$ cat config.mk
export PLATFORM = sky130hd
export DESIGN_NAME = mult_div_unit
export DESIGN_NICKNAME = d
export VERILOG_FILES = /design/src/rtl/mult_div_pkg.sv /design/src/rtl/mult_div_sign_fix.sv /design/src/rtl/mult_div_unit.sv
export SDC_FILE = /design/constraint.sdc
export NUM_CORES = 1
export LEC_CHECK = 0
export CAP_MARGIN = 20
export CORE_ASPECT_RATIO = 1.25
export CORE_MARGIN = 4
export CORE_UTILIZATION = 25
export CTS_BUF_LIST = sky130_fd_sc_hd__clkbuf_4 sky130_fd_sc_hd__clkbuf_8
export DETAILED_ROUTE_END_ITERATION = 12
export PLACE_DENSITY = 0.38
export SLEW_MARGIN = 15
export SYNTH_ARGS = -nofsm -noshare
export SYNTH_HDL_FRONTEND = slang
export SYNTH_SLANG_ARGS = --single-unit
$ cat constraint.sdc
create_clock -name clk -period 20.7 [get_ports clk]
set_clock_uncertainty 0.15 [all_clocks]
set_input_delay 3.105 -clock clk [delete_from_list [all_inputs] [get_ports clk]]
set_output_delay 3.105 -clock clk [all_outputs]
set_load 0.01 [all_outputs]
$ cat src/rtl/mult_div_pkg.sv
// mult_div_pkg
//   Shared definitions for the iterative multiply/divide unit.
//   - OP_* : operation encodings presented on the unit's op port.
//   - state_t : sequencer states (IDLE, RUN, FIX, ZDIV).
//   - op_is_div / op_is_signed : decode helpers for the op field.
package mult_div_pkg;

    localparam logic [1:0] OP_MULT  = 2'b00;
    localparam logic [1:0] OP_MULTU = 2'b01;
    localparam logic [1:0] OP_DIV   = 2'b10;
    localparam logic [1:0] OP_DIVU  = 2'b11;

    typedef enum logic [1:0] {
        IDLE = 2'd0,
        RUN  = 2'd1,
        FIX  = 2'd2,
        ZDIV = 2'd3
    } state_t;

    function automatic logic op_is_div(input logic [1:0] op);
        return op[1];
    endfunction

    function automatic logic op_is_signed(input logic [1:0] op);
        return (op == OP_MULT) || (op == OP_DIV);
    endfunction

endpackage

$ cat src/rtl/mult_div_sign_fix.sv
// mult_div_sign_fix
//   Combinational sign correction applied to the magnitude results of the
//   iterative unit before they are written to HI/LO.
// Ports:
//   is_div  in   1      result came from a divide (else multiply)
//   neg_lo  in   1      negate product (multiply) or quotient (divide)
//   neg_hi  in   1      negate remainder (divide only)
//   raw_hi  in   WIDTH  magnitude product high half / remainder
//   raw_lo  in   WIDTH  magnitude product low half / quotient
//   fix_hi  out  WIDTH  signed-corrected HI value
//   fix_lo  out  WIDTH  signed-corrected LO value
module mult_div_sign_fix #(
    parameter int WIDTH = 32
) (
    input  logic             is_div,
    input  logic             neg_lo,
    input  logic             neg_hi,
    input  logic [WIDTH-1:0] raw_hi,
    input  logic [WIDTH-1:0] raw_lo,
    output logic [WIDTH-1:0] fix_hi,
    output logic [WIDTH-1:0] fix_lo
);

    logic [2*WIDTH-1:0] prod_raw;
    logic [2*WIDTH-1:0] prod_neg;

    // A product is negated as one 2*WIDTH quantity so the borrow crosses halves.
    assign prod_raw = {raw_hi, raw_lo};
    assign prod_neg = -prod_raw;

    always_comb begin
        fix_hi = raw_hi;
        fix_lo = raw_lo;
        if (is_div) begin
            if (neg_lo) fix_lo = -raw_lo;
            if (neg_hi) fix_hi = -raw_hi;
        end else if (neg_lo) begin
            {fix_hi, fix_lo} = prod_neg;
        end
    end

endmodule

$ cat src/rtl/mult_div_unit.sv
// mult_div_unit
//   Iterative MULT/MULTU/DIV/DIVU engine feeding the CPU's HI/LO registers.
//   Operands are reduced to magnitudes at start, processed one bit per clock
//   (shift-add multiply or restoring divide), then sign-corrected in FIX.
//   Optional build macro MULT_DIV_EARLY_EXIT_EN: multiplies leave RUN as soon
//   as the remaining multiplier bits are zero (variable latency, min 2).
// Ports:
//   clk    in   1      rising-edge clock
//   reset  in   1      asynchronous active-low reset
//   start  in   1      request, sampled only in IDLE
//   op     in   2      00 MULT, 01 MULTU, 10 DIV, 11 DIVU
//   a      in   WIDTH  multiplicand / dividend
//   b      in   WIDTH  multiplier / divisor
//   busy   out  1      operation in flight
//   done   out  1      one-cycle pulse, hi/lo (or div0) valid
//   div0   out  1      one-cycle pulse with done on divide by zero
//   hi     out  WIDTH  product high half / remainder
//   lo     out  WIDTH  product low half / quotient
module mult_div_unit
    import mult_div_pkg::*;
#(
    parameter  int WIDTH = 32,
    localparam int CNT_W = $clog2(WIDTH + 1)
) (
    input  logic             clk,
    input  logic             reset,
    input  logic             start,
    input  logic [1:0]       op,
    input  logic [WIDTH-1:0] a,
    input  logic [WIDTH-1:0] b,
    output logic             busy,
    output logic             done,
    output logic             div0,
    output logic [WIDTH-1:0] hi,
    output logic [WIDTH-1:0] lo
);

    localparam logic [CNT_W-1:0] LAST_CNT = CNT_W'(WIDTH - 1);

    // Most-negative input maps to 2^(WIDTH-1), which still fits unsigned.
    function automatic logic [WIDTH-1:0] magnitude(input logic signed [WIDTH-1:0] v,
                                                   input logic take_abs);
        logic [WIDTH-1:0] m;
        m = $unsigned(v);
        if (take_abs && v[WIDTH-1]) m = $unsigned(-v);
        return m;
    endfunction

    state_t           state_q;
    state_t           state_d;
    logic [CNT_W-1:0] counter_q;
    logic             load;
    logic             early_exit;

    logic             is_div_q;
    logic             neg_lo_q;
    logic             neg_hi_q;

    logic             signed_in;
    logic             is_div_in;
    logic [WIDTH-1:0] mag_a;
    logic [WIDTH-1:0] mag_b;

    // Multiply: acc_q is the running product, mcand_q the shifted multiplicand,
    // mplier_q the multiplier bits still to consume.
    // Divide:   acc_q is {remainder, dividend/quotient}, mcand_q[WIDTH-1:0] the divisor.
    logic [2*WIDTH-1:0] acc_q;
    logic [2*WIDTH-1:0] mcand_q;
    logic [WIDTH-1:0]   mplier_q;

    logic [WIDTH:0]     rem_shift;
    logic [WIDTH-1:0]   rem_diff;
    logic [WIDTH-1:0]   rem_next;
    logic               div_ge;

    logic [WIDTH-1:0]   fix_hi;
    logic [WIDTH-1:0]   fix_lo;

    assign signed_in = op_is_signed(op);
    assign is_div_in = op_is_div(op);
    assign mag_a     = magnitude($signed(a), signed_in);
    assign mag_b     = magnitude($signed(b), signed_in);

    // Restoring divide step: shift next dividend bit into the remainder and
    // subtract the divisor when it fits. rem_shift < 2*divisor, so a
    // successful subtraction always fits in WIDTH bits.
    assign rem_shift = {acc_q[2*WIDTH-1:WIDTH], acc_q[WIDTH-1]};
    assign rem_diff  = rem_shift[WIDTH-1:0] - mcand_q[WIDTH-1:0];
    assign div_ge    = rem_shift >= {1'b0, mcand_q[WIDTH-1:0]};
    assign rem_next  = div_ge ? rem_diff : rem_shift[WIDTH-1:0];

`ifdef MULT_DIV_EARLY_EXIT_EN
    // After the current step only mplier_q[WIDTH-1:1] remain to be consumed.
    assign early_exit = !is_div_q && (mplier_q[WIDTH-1:1] == '0);
`else
    assign early_exit = 1'b0;
`endif

    mult_div_sign_fix #(
        .WIDTH (WIDTH)
    ) u_sign_fix (
        .is_div (is_div_q),
        .neg_lo (neg_lo_q),
        .neg_hi (neg_hi_q),
        .raw_hi (acc_q[2*WIDTH-1:WIDTH]),
        .raw_lo (acc_q[WIDTH-1:0]),
        .fix_hi (fix_hi),
        .fix_lo (fix_lo)
    );

    // Next-state logic
    always_comb begin
        state_d = state_q;
        load    = 1'b0;
        case (state_q)
            IDLE: begin
                if (start) begin
                    load    = 1'b1;
                    state_d = (is_div_in && (b == '0)) ? ZDIV : RUN;
                end
            end
            RUN: begin
                if ((counter_q == LAST_CNT) || early_exit) state_d = FIX;
            end
            FIX:     state_d = IDLE;
            ZDIV:    state_d = IDLE;
            default: state_d = IDLE;
        endcase
    end

    // Control and result registers
    always_ff @(posedge clk or negedge reset) begin
        if (!reset) begin
            state_q   <= IDLE;
            counter_q <= '0;
            busy      <= 1'b0;
            done      <= 1'b0;
            div0      <= 1'b0;
            hi        <= '0;
            lo        <= '0;
            is_div_q  <= 1'b0;
            neg_lo_q  <= 1'b0;
            neg_hi_q  <= 1'b0;
        end else begin
            state_q <= state_d;
            done    <= 1'b0;
            div0    <= 1'b0;
            case (state_q)
                IDLE: begin
                    if (load) begin
                        busy      <= 1'b1;
                        counter_q <= '0;
                        is_div_q  <= is_div_in;
                        neg_lo_q  <= signed_in && (a[WIDTH-1] ^ b[WIDTH-1]);
                        neg_hi_q  <= signed_in && is_div_in && a[WIDTH-1];
                    end
                end
                RUN: counter_q <= counter_q + CNT_W'(1);
                FIX: begin
                    busy <= 1'b0;
                    done <= 1'b1;
                    hi   <= fix_hi;
                    lo   <= fix_lo;
                end
                ZDIV: begin
                    busy <= 1'b0;
                    done <= 1'b1;
                    div0 <= 1'b1;
                end
                default: ;
            endcase
        end
    end

    // Iteration datapath
    always_ff @(posedge clk) begin
        if (load) begin
            acc_q    <= is_div_in ? {{WIDTH{1'b0}}, mag_a} : '0;
            mcand_q  <= is_div_in ? {{WIDTH{1'b0}}, mag_b} : {{WIDTH{1'b0}}, mag_a};
            mplier_q <= mag_b;
        end else if (state_q == RUN) begin
            if (is_div_q) begin
                acc_q <= {rem_next, acc_q[WIDTH-2:0], div_ge};
            end else begin
                if (mplier_q[0]) acc_q <= acc_q + mcand_q;
                mcand_q  <= mcand_q << 1;
                mplier_q <= mplier_q >> 1;
            end
        end
    end

endmodule

Yosys cells after proc, flatten, opt, wreduce, memory -nomap -nowiden --
Index checks and enable logic that the tools add are counted.
Word-level totals: output and inout port bits 67, bits in registers 238
Cells by class: equality and inequality tests 9, add/subtract/negate cells 8, muxes and demuxes 33, reduce and logical (&&, ||, !) cells 21, magnitude comparators 1, bitwise operators 1
Operators with widths (number):
- two-way mux 32 bit | 14
- two-way mux 64 bit | 7
- negator 32 bit | 4
- adder 64 bit | 1
- negator 64 bit | 1
- >= comparator 33 x 32 -> 1 bit | 1
- zero test 32 bit | 1
- subtractor 32 bit | 1
- case mux 6 bit (2 select lines) | 1
- AND reduction 2 bit | 6
- != test 2 bit (second input constant) | 4
- adder 6 x 1 -> 6 bit (second input constant) | 1
- equality test 2 bit (second input constant) | 3
- equality test 6 x 5 -> 1 bit (second input constant) | 1
- logical AND 1 bit | 6
- two-way mux 2 bit | 3
- two-way mux 6 bit | 1
- case mux 2 bit (3 select lines) | 1
- nonzero test 2 bit | 3
- two-way mux 1 bit | 5
- zero test 2 bit | 2
- nonzero test 3 bit | 1
- equality test 2 x 1 -> 1 bit (second input constant) | 1
- case mux 1 bit (2 select lines) | 1
- other kinds (3) | 3

Longest topological paths before layout --
Gate-level depths: netlist of run 1.
depth after elaboration 6, depth in mapped cells 13

Modules after synthesis --
From an unflattened synthesis of run 1, not the netlist that was laid out.
Unflattened totals: cells, all modules 2104, area, all modules 18561.6 sq um
Modules (own cells, without submodules):
- mult_div_unit | cells an instance 1834, sequential area each 6756.5 sq um, area an instance 16861.2 sq um, instances 1
- mult_div_sign_fix | cells an instance 270, sequential area each 0.0 sq um, area an instance 1700.4 sq um, instances 1

Least setup slack after synthesis of run 1 --
No wires, ideal clock.
path type input -> register, start point input port start, end point register mcand_q[0] (enable), arrival 7.164 ns, path buffers 4, data required time 19.123 ns, cell stages on the path 6, slack 11.959 ns, cell sequence or3b_2 -> clkbuf_1 -> clkbuf_1 -> clkbuf_1 -> clkbuf_1 -> o21ai_0
On the way: word-level cells in the longest chain between the ends 4, elaborated cells on any way between the ends 5, classes of those cells 1 x eq/ne; 2 x mux; 2 x reduce/logical
Ends and longest elaborated chain:
- start: declaration | RTL line mult_div_unit.sv:27 | input logic start,
- two-way mux 1 bit (*) | RTL line mult_div_unit.sv:117 | if (start) begin
- two-way mux 1 bit (*) | RTL line mult_div_unit.sv:115 | case (state_q)
- != test 2 bit (no line) / nonzero test 2 bit (equally long branches)
- AND reduction 2 bit (no line) (*)
- end signal: assignment | RTL line mult_div_unit.sv:179 | mcand_q <= is_div_in ? {{WIDTH{1'b0}}, mag_b} : {{WIDTH{1'b0}}, mag_a};
- end signal: assignment | RTL line mult_div_unit.sv:186 | mcand_q <= mcand_q << 1;
- end: declaration | RTL line mult_div_unit.sv:68 | logic [2*WIDTH-1:0] mcand_q;
Every way passes the cells marked *; elsewhere a longest branch is shown, timed or not. A chain may end at the register's enable or synchronous reset.

Final worst setup path of run 1 --
start point input port start, end point register acc_q[63], data pin
On the way: word-level cells in the longest chain between the ends 3
Ends and longest elaborated chain:
- two-way mux 1 bit | RTL line mult_div_unit.sv:117
- two-way mux 1 bit | RTL line mult_div_unit.sv:115
- two-way mux 64 bit | RTL line mult_div_unit.sv:177 | if (load) begin
- end signal: assignment | RTL line mult_div_unit.sv:178 | acc_q <= is_div_in ? {{WIDTH{1'b0}}, mag_a} : '0;
- end signal: assignment | RTL line mult_div_unit.sv:183 | acc_q <= {rem_next, acc_q[WIDTH-2:0], div_ge};
- end signal: assignment | RTL line mult_div_unit.sv:185 | if (mplier_q[0]) acc_q <= acc_q + mcand_q;
- end: declaration | RTL line mult_div_unit.sv:67 | logic [2*WIDTH-1:0] acc_q;
No other way between the ends.

==> results.sh, run 1 <==
export IMPL_status="finished clean"
export IMPL_mappedNetlistArea_mm2=0.0187
export IMPL_cellPowerDensity_mw_per_mm2=209
export IMPL_asyncSetResetFlopFracSynth_pct=32.8
export IMPL_clkLatencyLatePin_ns=0.65
export IMPL_synth_net_count=2360
export IMPL_synth_ff_type="edfxtp_1"
export IMPL_finalCritPeriodShare_pct=28.0
export IMPL_cts_resized=0
export IMPL_fin_worst_hold_slack_ns=0.329
export IMPL_total_number_of_vias=16937
export IMPL_synth_yosys_warnings=0
export IMPL_coreArea_mm2=0.0737
export IMPL_hold_viol=0
export IMPL_postRouteWirelength_mm=74.8
export IMPL_gp_congestion=0.936
export IMPL_initial_utilization_pct=25.4
export IMPL_worstPathCellList="clkdlybuf4s50_1 > or3b_4 > buf_4 > buf_4 > nand2_1 > nor4_1 > mux2i_1 > o221ai_1"
export IMPL_cts_root_buffer_cell="clkbuf_8"
export IMPL_detailedPlacementHpwl_mm=58.7
export IMPL_die_w_um=253
export IMPL_path_buf_inv=3
export IMPL_post_route_cells_drive_above_1_share_pct=7.15
export IMPL_met1_usage_pct=22.1
export IMPL_worst_hold_check_path_type="flip-flop to flip-flop"
export IMPL_cp_end_kind="flip-flop"
export IMPL_htreeDepth=2
export IMPL_final_common_cell="nand2_1"
export IMPL_fmax_mhz=172
export IMPL_ir_worst_vdd_uv=76.6
export IMPL_final_cell_mix="nand2_1 (291), o21ai_0 (244), a21oi_1 (185)"
export IMPL_total_power_uw=4630
export IMPL_drt_first_iter_violations=1080
export IMPL_drc_errors=0
export IMPL_synth_cell_type_count=94
export IMPL_fin_tns_setup_ns=0
export IMPL_wire_per_inst_um=22.8
export IMPL_grt_ovfl_total=0
export IMPL_ctsHoldBuffers=0
export IMPL_cts_setup_buffers=0
export IMPL_path_clk_slew_ns=0.06
export IMPL_tritoncts_sinks=238
export IMPL_worst_endpoint_required_ns=21.02
export IMPL_area_growth_syn_to_layout_pct=18.3
export IMPL_synth_avg_cell_area_um2=8.55
export IMPL_rsz0062_at_grt="false"
export IMPL_routed_via_density=5.16
export IMPL_critPathTopFamily="buffers and inverters"
export IMPL_arrival_ns=6.12
export IMPL_synth_seq_area_share_pct=36.1
export IMPL_grt_pass1_vias=17098
export IMPL_groute_layer_met3_usage_pct=2.30
export IMPL_synth_seq_cells=238
export IMPL_slew_violations=0
export IMPL_grt_busiest_layer="met2"
export IMPL_drt_antenna_violating_nets=0
export IMPL_cts_max_path_buffers=3
export IMPL_core_rowCount=111
export IMPL_cts_tree="built"
export IMPL_initial_antenna_violation_count=1
export IMPL_period_needed_ns=5.80
export IMPL_numCtsBuffers=47
export IMPL_cp_slowest_stage_delay_ns=0.55
export IMPL_total_number_of_nets_in_the_final_design=2453
export IMPL_path_common_cell="buf_4"
export IMPL_tightest_slew_ns=1.01
export IMPL_setup_violation_total_in_the_final_timing_report=0
export IMPL_number_of_max_capacitance_violations_reported=0
export IMPL_grt_start_max_net_pins=111
export IMPL_max_stage_delay_cell_worst_path="buf_4"
export IMPL_timing_critical_path_from_type="input port"
export IMPL_detail_route_first_pass_iterations=5
export IMPL_global_route_wire_length_before_repair_mm=111
export IMPL_grt_usage_pct=18.3
export IMPL_cp_max_fo=51
export IMPL_top_level_ports=136
export IMPL_synthCells=2189
export IMPL_die_y_um=314
export IMPL_max_slew_headroom_pct=32.3
export IMPL_worst_setup_path_type="input port to flip-flop"
export IMPL_floorplan_die_area_mm2=0.0794
export IMPL_synth_edff_count=160
export IMPL_numPortBuffers=135
export IMPL_leakage_uw=0.00872
export IMPL_use_met2_pct=32.5
-- power by group --
group	switching (µW)	total, µW	internal, µW	leakage, µW
clock network	238	568	330	0.000571
registers	303	1160	854	0.00254
logic	1770	2910	1140	0.00561
-- sequential cells by signal, indices dropped and copies added, names as in the netlist --
register and flops:
done 1, div0 1, neg_lo_q 1, counter_q 6
acc_q 64, mplier_q 32, lo 32, is_div_q 1
neg_hi_q 1, hi 32, busy 1, state_q 2
mcand_q 64
-- cell type report --
type,instances,area (µm²)
Antenna cell,2,5.00
Timing Repair Buffer,164,1570
Fill cell,7887,51600
Inverter,74,278
Tap cell,960,1200
Clock inverter,19,233
Multi-Input combinational cell,1757,11300
Clock buffer,69,856
Sequential cell,238,6760
-- stage by stage --
step | cell area, µm² | util [%] | setup WS, ns | cells
finish | 22200 | 30.1 | 14.90 | 3283
global route | 22200 | 30.1 | 14.66 | 3283
CTS | 22100 | 30.0 | 14.91 | 3279
detailed placement | 21000 | 28.5 | 14.23 | 3191
global placement | 21000 | 28.5 | 14.23 | 3190
floorplan | 18700 | - | 11.96 | 2189
-- synth_stat cells, drive strengths merged (26+ instances only) --
library cell | instances | area share, %
a21o | 53 | 2.1
a21oi | 185 | 4.9
a31oi | 26 | 0.87
and2 | 44 | 1.5
clkbuf | 103 | 2.1
dfrtp | 78 | 10
edfxtp | 160 | 26
ha | 100 | 6.7
inv | 73 | 1.5
mux2i | 33 | 1.8
nand2 | 292 | 5.9
nand3 | 36 | 0.96
nand4 | 38 | 1.3
nor2 | 129 | 2.7
nor3 | 51 | 1.4
o21ai | 256 | 6.8
o22ai | 28 | 0.94
o31ai | 31 | 1.3
xnor2 | 104 | 4.9
xor2 | 95 | 4.4
-- kinds of logic after synthesis --
family | Yosys count | synth area share [%]
XOR/XNOR | 199 | 9.31
buffers and inverters | 194 | 3.98
AO/OA/AOI/OAI | 709 | 23.2
multiplexers | 42 | 2.31
AND/OR/NAND/NOR | 705 | 18.3
adder cells (fa/ha/maj) | 102 | 6.90
flip-flops | 238 | 36.1
-- worst paths after layout --
| check | to | slack [ns] | start | cells after the start |
|---|---|---|---|---|
| min in group asynchronous | div0 | 2.19 | reset | 1 |
| max | acc_q[63] | 14.90 | start | 8 |
| max reg2reg | acc_q[57] | 15.61 | acc_q[6] | 10 |
| min reg2reg | hi[0] | 0.33 | hi[0] | 2 |
| max in group asynchronous | is_div_q | 17.00 | reset | 2 |
| min | hi[0] | 0.33 | hi[0] | 2 |
-- worst reg2reg max path, delay by kind of cell (launching register included) --
family	cells	cell delay (ns)
adder cells (fa/ha/maj)	1	0.52
flip-flops	1	0.53
AO/OA/AOI/OAI	9	3.60
-- per-layer routing --
metal / vias up / share of wire [%] / routed length (µm)
met3: 121 / 3.3 / 2460
li1: 8220 / - / -
met4: 0 / 5.2 / 3860
met2: 373 / 49 / 36900
met1: 8223 / 42 / 31600
met5: - / 0 / 0
Power figures use the tool's default switching activity.
==> run 2, diff against run 1 <==
--- a/config.mk
+++ b/config.mk
@@ -11,7 +11,7 @@
 export CORE_UTILIZATION = 25
 export CTS_BUF_LIST = sky130_fd_sc_hd__clkbuf_4 sky130_fd_sc_hd__clkbuf_8
 export DETAILED_ROUTE_END_ITERATION = 12
-export PLACE_DENSITY = 0.38
+export PLACE_DENSITY = 0.39
 export SLEW_MARGIN = 15
 export SYNTH_ARGS = -nofsm -noshare
 export SYNTH_HDL_FRONTEND = slang
==> constraint.sdc (replaced) <==
create_clock -name clk -period 4.69 [get_ports clk]
set_clock_uncertainty 0.15 [all_clocks]
set_input_delay 0.7035 -clock clk [delete_from_list [all_inputs] [get_ports clk]]
set_output_delay 0.7035 -clock clk [all_outputs]
set_load 0.01 [all_outputs]
==> run 2 against run 1 <==
Count of clock-buffer cells in the layout decreased by 4. Global-route usage increased by 0.083 points. Routed wire length decreased by 0.11%. Power increased to 4.4 times the previous value. Sequential cell count unchanged. Clock power increased to 4.1 times the previous value. Worst hold slack got worse by 0.0033 ns. Setup slack got worse by 14 ns.
==> results.sh, run 2 (same netlist as run 1, synthesis figures left out) <==
export IMPL_slew_violations=0
export IMPL_drt_antenna_violating_nets=0
export IMPL_timing_critical_path_from_type="flip-flop"
export IMPL_cp_max_fo=5
export IMPL_max_slew_headroom_pct=29.1
export IMPL_total_number_of_vias=17077
export IMPL_numPortBuffers=135
export IMPL_finish_instance_area_mm2=0.0226
export IMPL_period_needed_ns=4.19
export IMPL_rsz0062_at_grt="false"
export IMPL_grt_pass1_vias=17400
export IMPL_postRouteWirelength_mm=74.7
export IMPL_wire_per_inst_um=22.3
export IMPL_cp_end_kind="flip-flop"
export IMPL_met3RoutedLength_mm=2.56
export IMPL_total_of_fill_cells_in_the_finished_design=7868
export IMPL_grt_ovfl_total=0
export IMPL_fin_tns_setup_ns=0
export IMPL_reg_largest_list="acc_q x64, mcand_q x64"
export IMPL_worst_endpoint_required_ns=4.92
export IMPL_die_y_um=314
export IMPL_final_cell_mix="nand2_1 (291), o21ai_0 (244), a21oi_1 (185)"
export IMPL_ir_worst_vdd_uv=250
export IMPL_detail_route_first_pass_iterations=5
export IMPL_die_w_um=253
export IMPL_cts_root_buffer_cell="clkbuf_8"
export IMPL_clkLatencyLatePin_ns=0.65
export IMPL_grt_start_max_net_pins=103
export IMPL_placement_setup_worst_slack_ns=0.545
export IMPL_number_of_max_capacitance_violations_reported=0
export IMPL_top_level_ports=136
export IMPL_final_common_cell="nand2_1"
export IMPL_finalCritPeriodShare_pct=89.3
export IMPL_routed_via_density=5.10
export IMPL_dp_cells=3254
export IMPL_total_number_of_nets_in_the_final_design=2517
export IMPL_gp_congestion=0.910
export IMPL_arrival_ns=4.42
export IMPL_fin_ws_ns=0.502
export IMPL_path_clk_slew_ns=0.06
export IMPL_cts_tree="built"
export IMPL_hold_viol=0
export IMPL_cts_resized=0
export IMPL_cellPowerDensity_mw_per_mm2=912
export IMPL_setup_violation_total_in_the_final_timing_report=0
export IMPL_route_top_layer_used="met4"
export IMPL_floorplan_die_area_mm2=0.0794
export IMPL_global_route_wire_length_before_repair_mm=112
export IMPL_drt_first_iter_violations=970
export IMPL_initial_antenna_violation_count=2
export IMPL_area_growth_syn_to_layout_pct=20.7
export IMPL_detailedPlacementHpwl_mm=59.0
export IMPL_coreArea_mm2=0.0737
export IMPL_final_cell_count_no_fill=3348
export IMPL_wl_met1_mm=32.2
export IMPL_fmax_mhz=239
export IMPL_worst_setup_path_type="flip-flop to flip-flop"
export IMPL_core_rowCount=111
export IMPL_htreeDepth=2
export IMPL_initial_utilization_pct=25.4
export IMPL_leakage_uw=0.00900
export IMPL_total_power_uw=20600
export IMPL_status="finished clean"
export IMPL_met2WireLength_mm=37.1
export IMPL_tritoncts_sinks=238
export IMPL_post_route_cells_drive_above_1_share_pct=9.52
export IMPL_tightest_slew_ns=1.06
export IMPL_worst_hold_check_path_type="flip-flop to flip-flop"
export IMPL_drc_errors=0
export IMPL_cts_max_path_buffers=3
export IMPL_grt_usage_pct=18.4
export IMPL_placed_cell_area_mm2=0.0216
export IMPL_numCtsBuffers=49
==> run 2: changes by cell type in the layout (fill, tap and decap cells not counted), sizes merged, moves of 2 or more <==
cell and delta:
buf +61, clkbuf -4, clkinvlp +2, bufinv -3, clkinv +8
==> run 2: stage by stage <==
step / hold slack (ns) / utilization (%)
2_1_floorplan: 0.258 / -
3_3_place_gp: 0.313 / 29.2
3_5_place_dp: 0.320 / 29.3
4_1_cts: 0.334 / 30.6
5_1_grt: 0.347 / 30.6
6_report: 0.326 / 30.6
==> run 2: final timing paths <==
| kind | from | to | slack (ns) | depth (start not counted) |
|---|---|---|---|---|
| min in group asynchronous | reset | counter_q[4] | 0.45 | 2 |
| max reg2reg | acc_q[0] | acc_q[60] | 0.50 | 12 |
| min | hi[21] | hi[21] | 0.33 | 2 |
| max | acc_q[0] | acc_q[60] | 0.50 | 12 |
| max in group asynchronous | reset | hi[18] | 3.04 | 3 |
| min reg2reg | hi[21] | hi[21] | 0.33 | 2 |
==> run 2: layer usage <==
metal	global-route usage, %	up-vias
met2	32.7	346
met4	6.56	0
met1	22.9	8296
met3	2.33	95
li1	-	8340
met5	0	-
==> run 2: what timing repair did <==
item | 4_1_cts | 5_1_grt
buffers inserted | 0 | 0
hold endpoints to repair | 42 | 0
hold buffers | 1 | 0
==> run 2: area by class of cell <==
class	instances	area (µm²)	area share, %
flip-flops and latches	238	6760	29.9
diodes	3	7.51	0.0332
inverters	74	278	1.23
clock inverters	25	180	0.797
multi-input cells	1757	11300	49.8
repair buffers	226	2090	9.23
clock buffers	65	826	3.65
well taps	960	1200	5.31
==> run 2: power by group <==
group	leakage, µW	switching, µW	internal (µW)	total, µW
Combinational	0.00593	8300	5420	13700
Sequential	0.00254	801	3750	4550
Clock	0.000532	1070	1260	2330
==> run 2: critical path: stages (launching register included) <==
cell and delay (ns):
edfxtp_1 0.45, ha_1 0.27, fa_1 0.43, a211oi_1 0.29, o21ai_1 0.22, o21ai_0 0.58, a211oi_2 0.19, o31ai_2 0.26
buf_4 0.20, o2111ai_2 0.21, and4b_1 0.31, nor3_1 0.22, o32ai_1 0.12
==> run 3, diff against run 2 <==
--- a/config.mk
+++ b/config.mk
@@ -12,7 +12,9 @@
 export CTS_BUF_LIST = sky130_fd_sc_hd__clkbuf_4 sky130_fd_sc_hd__clkbuf_8
 export DETAILED_ROUTE_END_ITERATION = 12
 export PLACE_DENSITY = 0.39
+export REMOVE_ABC_BUFFERS = 1
 export SLEW_MARGIN = 15
 export SYNTH_ARGS = -nofsm -noshare
 export SYNTH_HDL_FRONTEND = slang
 export SYNTH_SLANG_ARGS = --single-unit
+export TNS_END_PERCENT = 100
==> run 3 against run 2 <==
Sequential power up 1%. Critical path depth down 1. Sequential share of layout area about the same. Die area unchanged. Count of clock-buffer cells in the layout up 5. Cell count down 0.18%. Combinational power about the same. Critical path type unchanged. Largest cell class unchanged.
==> results.sh, run 3 (same netlist as run 1, synthesis figures left out) <==
export IMPL_number_of_max_capacitance_violations_reported=0
export IMPL_grt_busiest_layer="met2"
export IMPL_floorplan_die_area_mm2=0.0794
export IMPL_grt_ovfl_total=0
export IMPL_tritoncts_sinks=238
export IMPL_arrival_ns=4.40
export IMPL_use_met2_pct=34.1
export IMPL_dp_cells=3248
export IMPL_groute_layer_met3_usage_pct=2.35
export IMPL_timing_critical_path_from_type="flip-flop"
export IMPL_cts_tree="built"
export IMPL_wire_per_inst_um=22.9
export IMPL_total_number_of_vias=17190
export IMPL_period_needed_ns=4.17
export IMPL_cts_resized=0
export IMPL_fmax_mhz=240
export IMPL_utilization_after_layout_pct=30.6
export IMPL_die_w_um=253
export IMPL_cp_max_fo=5
export IMPL_numCtsBuffers=50
export IMPL_total_of_fill_cells_in_the_finished_design=7871
export IMPL_worst_hold_check_path_type="flip-flop to flip-flop"
export IMPL_grt_start_max_net_pins=81
export IMPL_final_cell_mix="nand2_1 (291), o21ai_0 (244), a21oi_1 (185)"
export IMPL_post_route_cells_drive_above_1_share_pct=9.37
export IMPL_worst_setup_path_type="flip-flop to flip-flop"
export IMPL_core_rowCount=111
export IMPL_drt_antenna_violating_nets=0
export IMPL_cellPowerDensity_mw_per_mm2=914
export IMPL_rsz0062_at_grt="false"
export IMPL_drc_errors=0
export IMPL_global_route_wire_length_before_repair_mm=114
export IMPL_layout_area_seq_mm2=0.00676
export IMPL_grt_usage_pct=18.8
export IMPL_htreeDepth=2
export IMPL_coreArea_mm2=0.0737
export IMPL_multiInputGateArea_mm2=0.0113
export IMPL_finish_instance_area_mm2=0.0226
export IMPL_setup_violation_total_in_the_final_timing_report=0
export IMPL_cts_root_buffer_cell="clkbuf_8"
export IMPL_detail_route_first_pass_iterations=5
export IMPL_cts_max_path_buffers=3
export IMPL_gp_congestion=0.914
export IMPL_fin_tns_setup_ns=0
export IMPL_routed_via_density=5.14
export IMPL_cp_end_kind="flip-flop"
export IMPL_area_growth_syn_to_layout_pct=20.6
export IMPL_finalCritPeriodShare_pct=89.0
export IMPL_placed_cell_area_mm2=0.0215
export IMPL_hold_viol=0
export IMPL_max_slew_headroom_pct=28.9
export IMPL_drt_first_iter_violations=959
export IMPL_cts_setup_buffers=0
export IMPL_top_level_ports=136
export IMPL_detailedPlacementHpwl_mm=59.6
export IMPL_initial_antenna_violation_count=1
export IMPL_slew_violations=0
export IMPL_status="finished clean"
export IMPL_ir_worst_vdd_uv=354
export IMPL_total_power_uw=20600
export IMPL_path_clk_slew_ns=0.06
export IMPL_numPortBuffers=135
export IMPL_final_common_cell="nand2_1"
export IMPL_die_y_um=314
export IMPL_reg_largest_list="acc_q x64, mcand_q x64"
export IMPL_clkLatencyLatePin_ns=0.65
export IMPL_final_cell_count_no_fill=3342
export IMPL_initial_utilization_pct=25.4
export IMPL_met1_usage_pct=22.9
export IMPL_total_number_of_nets_in_the_final_design=2512
export IMPL_postRouteWirelength_mm=76.4
export IMPL_leakage_uw=0.00899
export IMPL_grt_pass1_vias=17754
export IMPL_ctsHoldBuffers=1
export IMPL_worst_endpoint_required_ns=4.92
export IMPL_tightest_slew_ns=1.06
run 3: cell types whose count changed in the layout (fill, tap and decap cells not counted), sizes merged:
| cell | change |
|---|---|
| buf | -6 |
| bufinv | -1 |
| clkbuf | +5 |
| clkinv | -3 |
| diode | -2 |
| inv | +1 |
run 3: report_power, final:
group / total (µW) / switching (µW) / internal [µW]
sequential: 4610 / 860 / 3750
clock: 2380 / 1090 / 1300
combinational: 13600 / 8230 / 5420
total: 20600 / 10200 / 10500
run 3: metal layers:
layer / part of all wire (%) / routed length [µm] / vias to the layer above
met1: 43 / 32600 / 8350
met4: 4.1 / 3110 / 0
met3: 3.1 / 2360 / 111
met2: 50 / 38400 / 376
li1: - / - / 8353
met5: 0 / 0 / -
run 3: final timing paths:
| kind | startpoint | endpoint | slack (ns) | cells after the start |
|---|---|---|---|---|
| setup / recovery | mcand_q[0] | acc_q[56] | 0.52 | 11 |
| hold / removal | hi[25] | hi[25] | 0.32 | 2 |
| setup reg to reg | mcand_q[0] | acc_q[56] | 0.52 | 11 |
| hold reg to reg | hi[25] | hi[25] | 0.32 | 2 |
| max in group asynchronous | reset | hi[24] | 2.91 | 3 |
| min in group asynchronous | reset | lo[19] | 0.53 | 2 |
run 3: final cells by class:
cell class | instances | area share (%)
inverters | 74 | 1.23
diodes | 1 | 0.0111
multi-input cells | 1757 | 49.9
well taps | 960 | 5.32
clock inverters | 22 | 0.659
clock buffers | 70 | 3.96
flip-flops and latches | 238 | 29.9
repair buffers | 220 | 9.06
run 3: critical path, cell delays in order, from the launching register on:
cell	delay, ns
edfxtp_1	0.46
ha_1	0.26
fa_1	0.44
a211oi_1	0.30
o21ai_1	0.23
o21ai_0	0.54
a211oi_2	0.19
o31ai_2	0.48
o2111ai_2	0.23
a31oi_1	0.27
xor2_1	0.23
o22ai_1	0.12
run 3: through the flow:
step                worst slack [ns]  hold WS, ns
floorplan                      -4.22        0.258
CTS                            0.507        0.334
global placement               0.500        0.322
global route                   0.290        0.352
finish                         0.516        0.323
detailed placement             0.467        0.322
